**config.mk**
```make
export PLATFORM = sky130hd
export DESIGN_NAME = instruction_fetch_unit
export DESIGN_NICKNAME = d
export VERILOG_FILES = /design/src/rtl/instruction_fetch_unit.sv
export SDC_FILE = /design/constraint.sdc
export NUM_CORES = 1
export LEC_CHECK = 0
export ABC_AREA = 1
export CELL_PAD_IN_SITES_DETAIL_PLACEMENT = 0
export CELL_PAD_IN_SITES_GLOBAL_PLACEMENT = 2
export CORE_ASPECT_RATIO = 1.2
export CORE_MARGIN = 3
export CORE_UTILIZATION = 28
export DETAILED_ROUTE_END_ITERATION = 8
export PLACE_DENSITY_LB_ADDON = 0.3
export SYNTH_ARGS = -nofsm -noshare
export SYNTH_HDL_FRONTEND = slang
export SYNTH_SLANG_ARGS = --single-unit
```
**constraint.sdc**
```tcl
create_clock -name clk -period 5.5 [get_ports clk]
set_input_delay 1.375 -clock clk [delete_from_list [all_inputs] [get_ports clk]]
set_output_delay 1.375 -clock clk [all_outputs]
set_load 0.02 [all_outputs]
```
**src/rtl/instruction_fetch_unit.sv**
```systemverilog
// Instruction fetch unit: fetches one word per instruction, holds it in the IR until the
// executor signals completion, then selects the next pc (jump, branch or sequential).
module instruction_fetch_unit #(
  parameter logic [31:0] RESET_PC    = 32'h0000_0000,
  parameter int unsigned MEM_TIMEOUT = 16
) (
  input  logic        clk,
  input  logic        rst_n,
  output logic        imemReq,
  output logic [31:0] imemAddr,
  input  logic [31:0] imemRdata,
  input  logic        imemValid,
  output logic [31:0] instr,
  output logic [5:0]  opcode,
  output logic        instrValid,
  output logic [31:0] pc,
  output logic [31:0] pcPlus4,
  input  logic        stepDone,
  input  logic [1:0]  branch,
  input  logic        branchTaken,
  input  logic [15:0] branchOffset,
  input  logic [1:0]  jump,
  input  logic [25:0] jumpTarget,
  input  logic        halt,
  output logic        halted,
  output logic        fault,
  output logic [31:0] instrCount
);

  typedef enum logic [1:0] {StFetch, StHold, StHalted, StFault} state_e;

  localparam logic [7:0] TimeoutCnt = 8'(MEM_TIMEOUT);

  state_e      state_q, state_d;
  logic [31:0] pc_q, pc_d;
  logic [31:0] instr_q, instr_d;
  logic [31:0] count_q, count_d;
  logic [7:0]  wait_q, wait_d;

  logic [31:0] pc_plus4;
  logic [31:0] jump_tgt;
  logic [31:0] branch_tgt;
  logic [31:0] next_pc;
  logic [7:0]  wait_inc;

  assign pc_plus4   = pc_q + 32'd4;
  assign jump_tgt   = {pc_plus4[31:28], jumpTarget, 2'b00};
  assign branch_tgt = pc_plus4 + {{14{branchOffset[15]}}, branchOffset, 2'b00};
  assign wait_inc   = wait_q + 8'd1;

  // Jump outranks a taken branch; anything else falls through sequentially.
  always_comb begin
    next_pc = pc_plus4;
    if (jump == 2'b10) begin
      next_pc = jump_tgt;
    end else if (branch == 2'b01 && branchTaken) begin
      next_pc = branch_tgt;
    end
  end

  always_comb begin
    state_d = state_q;
    pc_d    = pc_q;
    instr_d = instr_q;
    count_d = count_q;
    wait_d  = wait_q;
    unique case (state_q)
      StFetch: begin
        if (imemValid) begin
          instr_d = imemRdata;
          wait_d  = 8'd0;
          state_d = StHold;
        end else begin
          wait_d = wait_inc;
          if (wait_inc == TimeoutCnt) begin
            state_d = StFault;
          end
        end
      end
      StHold: begin
        if (stepDone) begin
          pc_d    = next_pc;
          count_d = count_q + 32'd1;
          // A misaligned target still retires the instruction but stops the core.
          if (next_pc[1:0] != 2'b00) begin
            state_d = StFault;
          end else if (halt) begin
            state_d = StHalted;
          end else begin
            state_d = StFetch;
          end
        end
      end
      StHalted: state_d = StHalted;
      StFault:  state_d = StFault;
      default:  state_d = StFault;
    endcase
  end

  always_ff @(posedge clk or negedge rst_n) begin
    if (!rst_n) begin
      state_q <= StFetch;
      pc_q    <= RESET_PC;
      instr_q <= 32'd0;
      count_q <= 32'd0;
      wait_q  <= 8'd0;
    end else begin
      state_q <= state_d;
      pc_q    <= pc_d;
      instr_q <= instr_d;
      count_q <= count_d;
      wait_q  <= wait_d;
    end
  end

  // Request is gated by reset so it stays low while rst_n is held.
  assign imemReq    = rst_n && (state_q == StFetch);
  assign imemAddr   = pc_q;
  assign instr      = instr_q;
  assign opcode     = instr_q[31:26];
  assign instrValid = (state_q == StHold);
  assign pc         = pc_q;
  assign pcPlus4    = pc_plus4;
  assign halted     = (state_q == StHalted);
  assign fault      = (state_q == StFault);
  assign instrCount = count_q;

endmodule

```
==> results.txt, run 1 <==
Req. time, crit path: 4120 ps
Starting density of the core: 28.63%
Maximum capacitance violations: 0
Setup TNS: 0 ps
Setup Fix Bufs, Post-CTS: 0
Routability cong.: 0.8610
H-tree Lvls: 3
IO buf count: 253
Average vias per placed instance: 4.558
Die area: 0.03177 sq mm
Worst-margin pin slew: 1061 ps
Clock sink count: 106
Seq cells post-synth: 106
CTS Hold Bufs: 0
Pre-Repair DR Iteration Count: 5
Yosys Warn Count: 0
Final WS setup: 942.4 ps
WS Path Type: flop to primary output
Clk Latency, worst-skew pair: 350 ps
Die X: 163.2 um
Unrepaired setup endpoints after global routing: no
Cell row count: 68
Post-synthesis cell area: 0.008305 sq mm
Clock root cell: clkbuf_16
Synth Net Count: 1324
Peak supply drop: 0.1563 mV
Clock transition at path regs: 70 ps
Die Ht: 194.7 um
Post-synth top area share: 31.94%
Area leader, netlist: dfrtp_1
CTS Buf Count: 9
Initial antenna violation count: 0
R2R setup slack: 1410 ps
Floorplan Core Area: 0.02901 sq mm
Largest net degree at the start of global routing: 46
Slew Limit Fails: 0
Total congestion overflow: 0
Worst relative slew slack: 29.02%
Final Cycle Share: 82.87%
Post-synthesis sequential area ratio: 31.94%
Yosys cell types: 46
Vias: 8232
Syn Area/Cell: 6.915 sq um
Pre-CTS setup slack: 1217 ps
First-pass GRT wire length: 48.00 mm
Crit end category: primary output
# nets final: 1540
Post-synth EDFFs: 0
Share of cells above drive strength 1: 5.700%
WL final: 31.18 mm
DRC viols: 0
Tmin final: 4558 ps
CP Launch Type: flop
Pwr dens: 393.4 mW/mm^2
TritonCTS clock tree: done
PostCTS Resize Cnt: 0
1st-iter DRT viols: 360
Ys async rst share: 100.0%
Top cells by area, synth: dfrtp_1 32%, nand2_1 16%, inv_1 8.5%, ha_1 5.7%, nor2_1 5.4%
Max Root-Sink Buffers: 2
DP HPWL: 25.90 mm
Fmax: 0.2194 GHz
Vias in the first global route: 8406
Critical path arrival: 3180 ps
Power, Total: 4454 uW
Avg WL per Cell: 17.26 um
Crit-path max FO: 8
Min-Delay Path Class: flop to flop
Synthesis-to-layout area growth: 36.31%
Post-synth top flop: dfrtp_1
Post-synthesis instance total: 1201
Total track usage: 19.44%
Pleak: 0.005636 uW
Post-detailed-route count of antenna-violating nets: 0
Final setup fails: 0
I/O Pins: 254
Outcome: finished clean
Most common cell after layout, fill and taps aside: nand2_1
Fillers: 3102
Ant diodes: 0
Most frequent cells in the layout: 348 x nand2_1, 252 x clkdlybuf4s50_1, 187 x inv_1, 120 x nor2_1, 106 x dfrtp_1
Hold Fails Final Rpt: 0
Setup Skew: 8.822 ps
## layout make-up
class | instances | area (sq um) | area share, %
clock inverters | 3 | 46.29 | 0.4089
flip-flops and latches | 106 | 2653 | 23.43
multi-input cells | 851 | 4582 | 40.47
clock buffers | 12 | 266.5 | 2.354
repair buffers | 260 | 2582 | 22.81
well taps | 385 | 481.7 | 4.255
inverters | 189 | 709.4 | 6.267
## registers in the layout (all words and copies together), names as in the netlist
| signal | count |
|---|---|
| state_q | 2 |
| instr | 32 |
| wait_q | 8 |
| imemAddr | 32 |
| instrCount | 32 |
## critical path, stage by stage, from the launching register on
cell	delay, ps
dfrtp_1	500
ha_1	260
nand3_1	220
nor2_1	250
nand2_1	100
nor2_1	350
nand3_1	160
xor2_1	270
inv_1	150
clkdlybuf4s50_1	570
## logic make-up (layout without fill, tap and decap cells)
| family | Yosys count | after routing | share of synthesized area [%] |
|---|---|---|---|
| compound gates | 123 | 123 | 8.075 |
| xor+xnor | 56 | 56 | 5.905 |
| fa+ha+maj | 39 | 39 | 5.966 |
| buf+inv | 244 | 464 | 12.90 |
| flops | 106 | 106 | 31.94 |
| mux | 32 | 32 | 4.339 |
| simple gates | 601 | 601 | 30.88 |
## synthesized netlist by cell type (2+ instances only)
master,n
ha_1,38
or2_2,3
nor3_1,19
o22ai_1,3
a21oi_1,50
buf_2,4
a22oi_1,5
inv_1,187
nor2_1,120
nand4_1,13
buf_4,40
nor3b_1,2
mux2_2,32
xor2_1,45
nand3_1,67
a21boi_0,2
nor3_2,3
clkbuf_1,7
o21ai_0,49
inv_2,2
nor4_1,4
o211ai_1,2
buf_1,4
nand3b_1,2
nand4_2,3
nor2_2,4
o21bai_1,2
dfrtp_1,106
xnor2_1,11
o21ai_1,2
nor2_4,6
nand2_1,348
nand2_2,2
a211oi_1,2
## per-layer routing
layer	up-vias	track usage [%]	part of all wire (%)	wire length, um
li1	4197	-	-	-
met1	3754	23.63	42	13230
met2	242	34.85	49	15390
met3	39	3.389	5.6	1744
met4	0	5.735	2.6	823
met5	-	0	0	0
## worst paths after layout
path                                     start        endpoint  depth (start not counted)
worst max-delay path               imemAddr[2]     pcPlus4[20]                          9
worst min-delay path            instrCount[31]  instrCount[31]                          1
worst max register to register     imemAddr[2]    imemAddr[14]                         15
worst min register to register  instrCount[31]  instrCount[31]                          1
max in group asynchronous                rst_n  instrCount[17]                          3
min in group asynchronous                rst_n  instrCount[23]                          1
## where the power goes
group	switching, uW	internal [uW]
clock	297	390
combinational	1600	1050
sequential	216	904
## stage by stage
stage          utilization [%]  cell area [sq um]  hold WS (ps)  cells
6_report                 39.02              11320         476.2   1806
5_1_grt                  39.02              11320         500.7   1806
4_1_cts                  39.02              11320         483.2   1806
3_5_place_dp             37.94              11010         470.7   1791
3_3_place_gp             37.94              11010         456.3   1791
2_1_floorplan                -               8305         526.0   1201
Power figures use the tool's default switching activity.
==> inputs of run 2 (changes only) <==
- CORE_UTILIZATION: 28 -> 26
- clock period: 5.5 -> 4.3 ns (I/O delays scaled with it)
==> run 2 against run 1 <==
Global-route usage decreased by 0.71 points. Cell count increased by 1.3%. Clock-buffer cell count decreased by 2. Worst hold slack got worse by 9.8 ps. Non-clock buffer count increased by 6. Sequential cell count unchanged. Largest cell class unchanged. Largest power group unchanged.
==> results.txt, run 2 (synthesis results as in run 1) <==
Outcome: finished clean
Hold Fails Final Rpt: 0 (unchanged)
Total track usage: 18.73% (-0.71 points)
Fmax: 0.2462 GHz
Clock sink count: 106 (unchanged)
Final Cycle Share: 94.44%
Vias in the first global route: 8510 (+1.2%)
First-pass GRT wire length: 49.36 mm (+2.8%)
TritonCTS clock tree: done
CTS Buf Count: 9 (unchanged)
Floorplan Core Area: 0.03145 sq mm (+8.4%)
WS Path Type: flop to primary output
DRC viols: 0 (unchanged)
Crit. Startpoint: imemAddr[2]
Req. time, crit path: 3220 ps (-900 ps)
Peak supply drop: 0.2066 mV (+32%)
Post-detailed-route count of antenna-violating nets: 0 (unchanged)
Clock transition at path regs: 70 ps (about the same)
R2R setup slack: 520 ps (-890 ps)
Multi-input gate area: 0.004592 sq mm (+0.22%)
Synthesis-to-layout area growth: 36.82%
Starting density of the core: 26.41% (-2.2 points)
Total congestion overflow: 0 (unchanged)
CP cell instances: ha_1, nand3_1, nor2_1, nand2_1, nor2_2, nand2_1, xor2_1, inv_1, clkdlybuf4s50_1
Setup Skew: 8.471 ps (-0.3509 ps)
Worst relative slew slack: 49.60% (+21 points)
Pwr dens: 499.4 mW/mm^2 (+27%)
Critical path arrival: 2990 ps (-190 ps)
Final Non-Filler Cells: 1829 (+1.3%)
Die area: 0.03413 sq mm (+7.4%)
Unrepaired setup endpoints after global routing: no
Pleak: 0.005644 uW (+0.15%)
Max Root-Sink Buffers: 2 (unchanged)
Most common cell after layout, fill and taps aside: nand2_1
WL final: 32.55 mm (+4.4%)
H-tree Lvls: 3 (unchanged)
Share of cells above drive strength 1: 6.232% (+0.53 points)
Cell row count: 71 (+4.4%)
R2R Path End: imemAddr[25]
Tmin final: 4061 ps
IO buf count: 253 (unchanged)
Reg-to-reg critical path startpoint: imemAddr[2]
Die X: 169.2 um (+3.6%)
Largest net degree at the start of global routing: 58 (+26%)
Initial antenna violation count: 0 (unchanged)
Min-Delay Path Class: flop to flop
1st-iter DRT viols: 418 (+16%)
Setup Fix Bufs, Post-CTS: 0 (unchanged)
Setup TNS: 0 ps (unchanged)
CP max-delay cell: clkdlybuf4s50_1
I/O Pins: 254 (unchanged)
Hold Crit Endpoint: instrCount[31]
Crit end category: primary output
Maximum capacitance violations: 0 (unchanged)
Die Ht: 201.8 um (+3.7%)
DP HPWL: 27.08 mm (+4.6%)
Most used cell along the critical path: nand2_1
CP peak stage delay: 570 ps (about the same)
Ant diodes: 0 (unchanged)
Clock root cell: clkbuf_16
Worst Reg-to-Reg Cells: 20 (+5)
Placed cells: 1813 (+1.2%)
Pre-Repair DR Iteration Count: 7 (+2)
Min-delay src: instrCount[31]
Hold Path Depth: 1 (unchanged)
Fillers: 3413 (+10%)
Most frequent cells in the layout: 348 x nand2_1, 252 x clkdlybuf4s50_1, 187 x inv_1, 119 x nor2_1, 106 x dfrtp_1
Slew Limit Fails: 0 (unchanged)
Register area: 0.002653 sq mm (unchanged)
Clk Latency, worst-skew pair: 370 ps (+20 ps)
Vias: 8290 (+0.70%)
Worst-margin pin slew: 756.0 ps (-305.4 ps)
Final setup fails: 0 (unchanged)
CP Launch Type: flop
Average vias per placed instance: 4.533 (-0.56%)
Avg WL per Cell: 17.80 um (+3.1%)
Routability cong.: 0.8496 (-1.3%)
Crit-path max FO: 8 (unchanged)
# nets final: 1546 (+0.39%)
[run 2: routing by layer]
metal	share of wire (%)	global-route usage (%)	vias to the layer above
met5	0	0	-
met2	50	33.93	244
met4	2.5	5.961	0
met1	43	22.79	3804
met3	4.7	2.602	49
li1	-	-	4193
[run 2: timing repair]
item	in CTS	in global routing
hold buffers	0	0
gates resized for setup	0	2
setup endpoints to repair	0	2
[run 2: metrics by stage]
| stage | area, sq um | hold WS, ps | power [uW] | setup WS [ps] | util (%) |
|---|---|---|---|---|---|
| 2_1_floorplan | 8305 | 526.0 | 3471 | 1218 | - |
| 3_3_place_gp | 11070 | 457.6 | 4900 | 445.0 | 35.21 |
| 3_5_place_dp | 11070 | 467.5 | 4891 | 454.5 | 35.21 |
| 4_1_cts | 11350 | 477.9 | 5739 | 90.05 | 36.10 |
| 5_1_grt | 11360 | 495.2 | 6106 | 4.271 | 36.13 |
| 6_report | 11360 | 466.4 | 5675 | 239.0 | 36.13 |
[run 2: worst max path at each step]
stage                               to  slack (ps)  cells past startpoint
after floorplan           imemAddr[25]        1220                     20
after global placement    imemAddr[25]         450                     20
after detailed placement  imemAddr[25]         450                     20
after CTS                  pcPlus4[20]          90                      9
after global routing       pcPlus4[20]           4                      9
final                      pcPlus4[16]         240                      9
[run 2: final cells by class]
class	count	area share [%]
clock buffer	10	2.015
clock inverter	6	0.4514
inverter	189	6.243
multi-input combinational	851	40.41
sequential	106	23.34
tap	401	4.415
timing repair buffer	266	23.12
[run 2: worst max-delay path: cells and delay by family (launching register included)]
family / cells / cell delay (ps)
and+or+nand+nor: 5 / 860
buffers and inverters: 2 / 690
DFF: 1 / 490
xor gates and xnor gates: 1 / 310
adders and majority gates: 1 / 270
[run 2: power by group]
group | total, uW | switching, uW | internal [uW]
clock | 821 | 420 | 401
sequential | 1430 | 272 | 1160
combinational | 3430 | 2080 | 1350
total | 5670 | 2770 | 2910
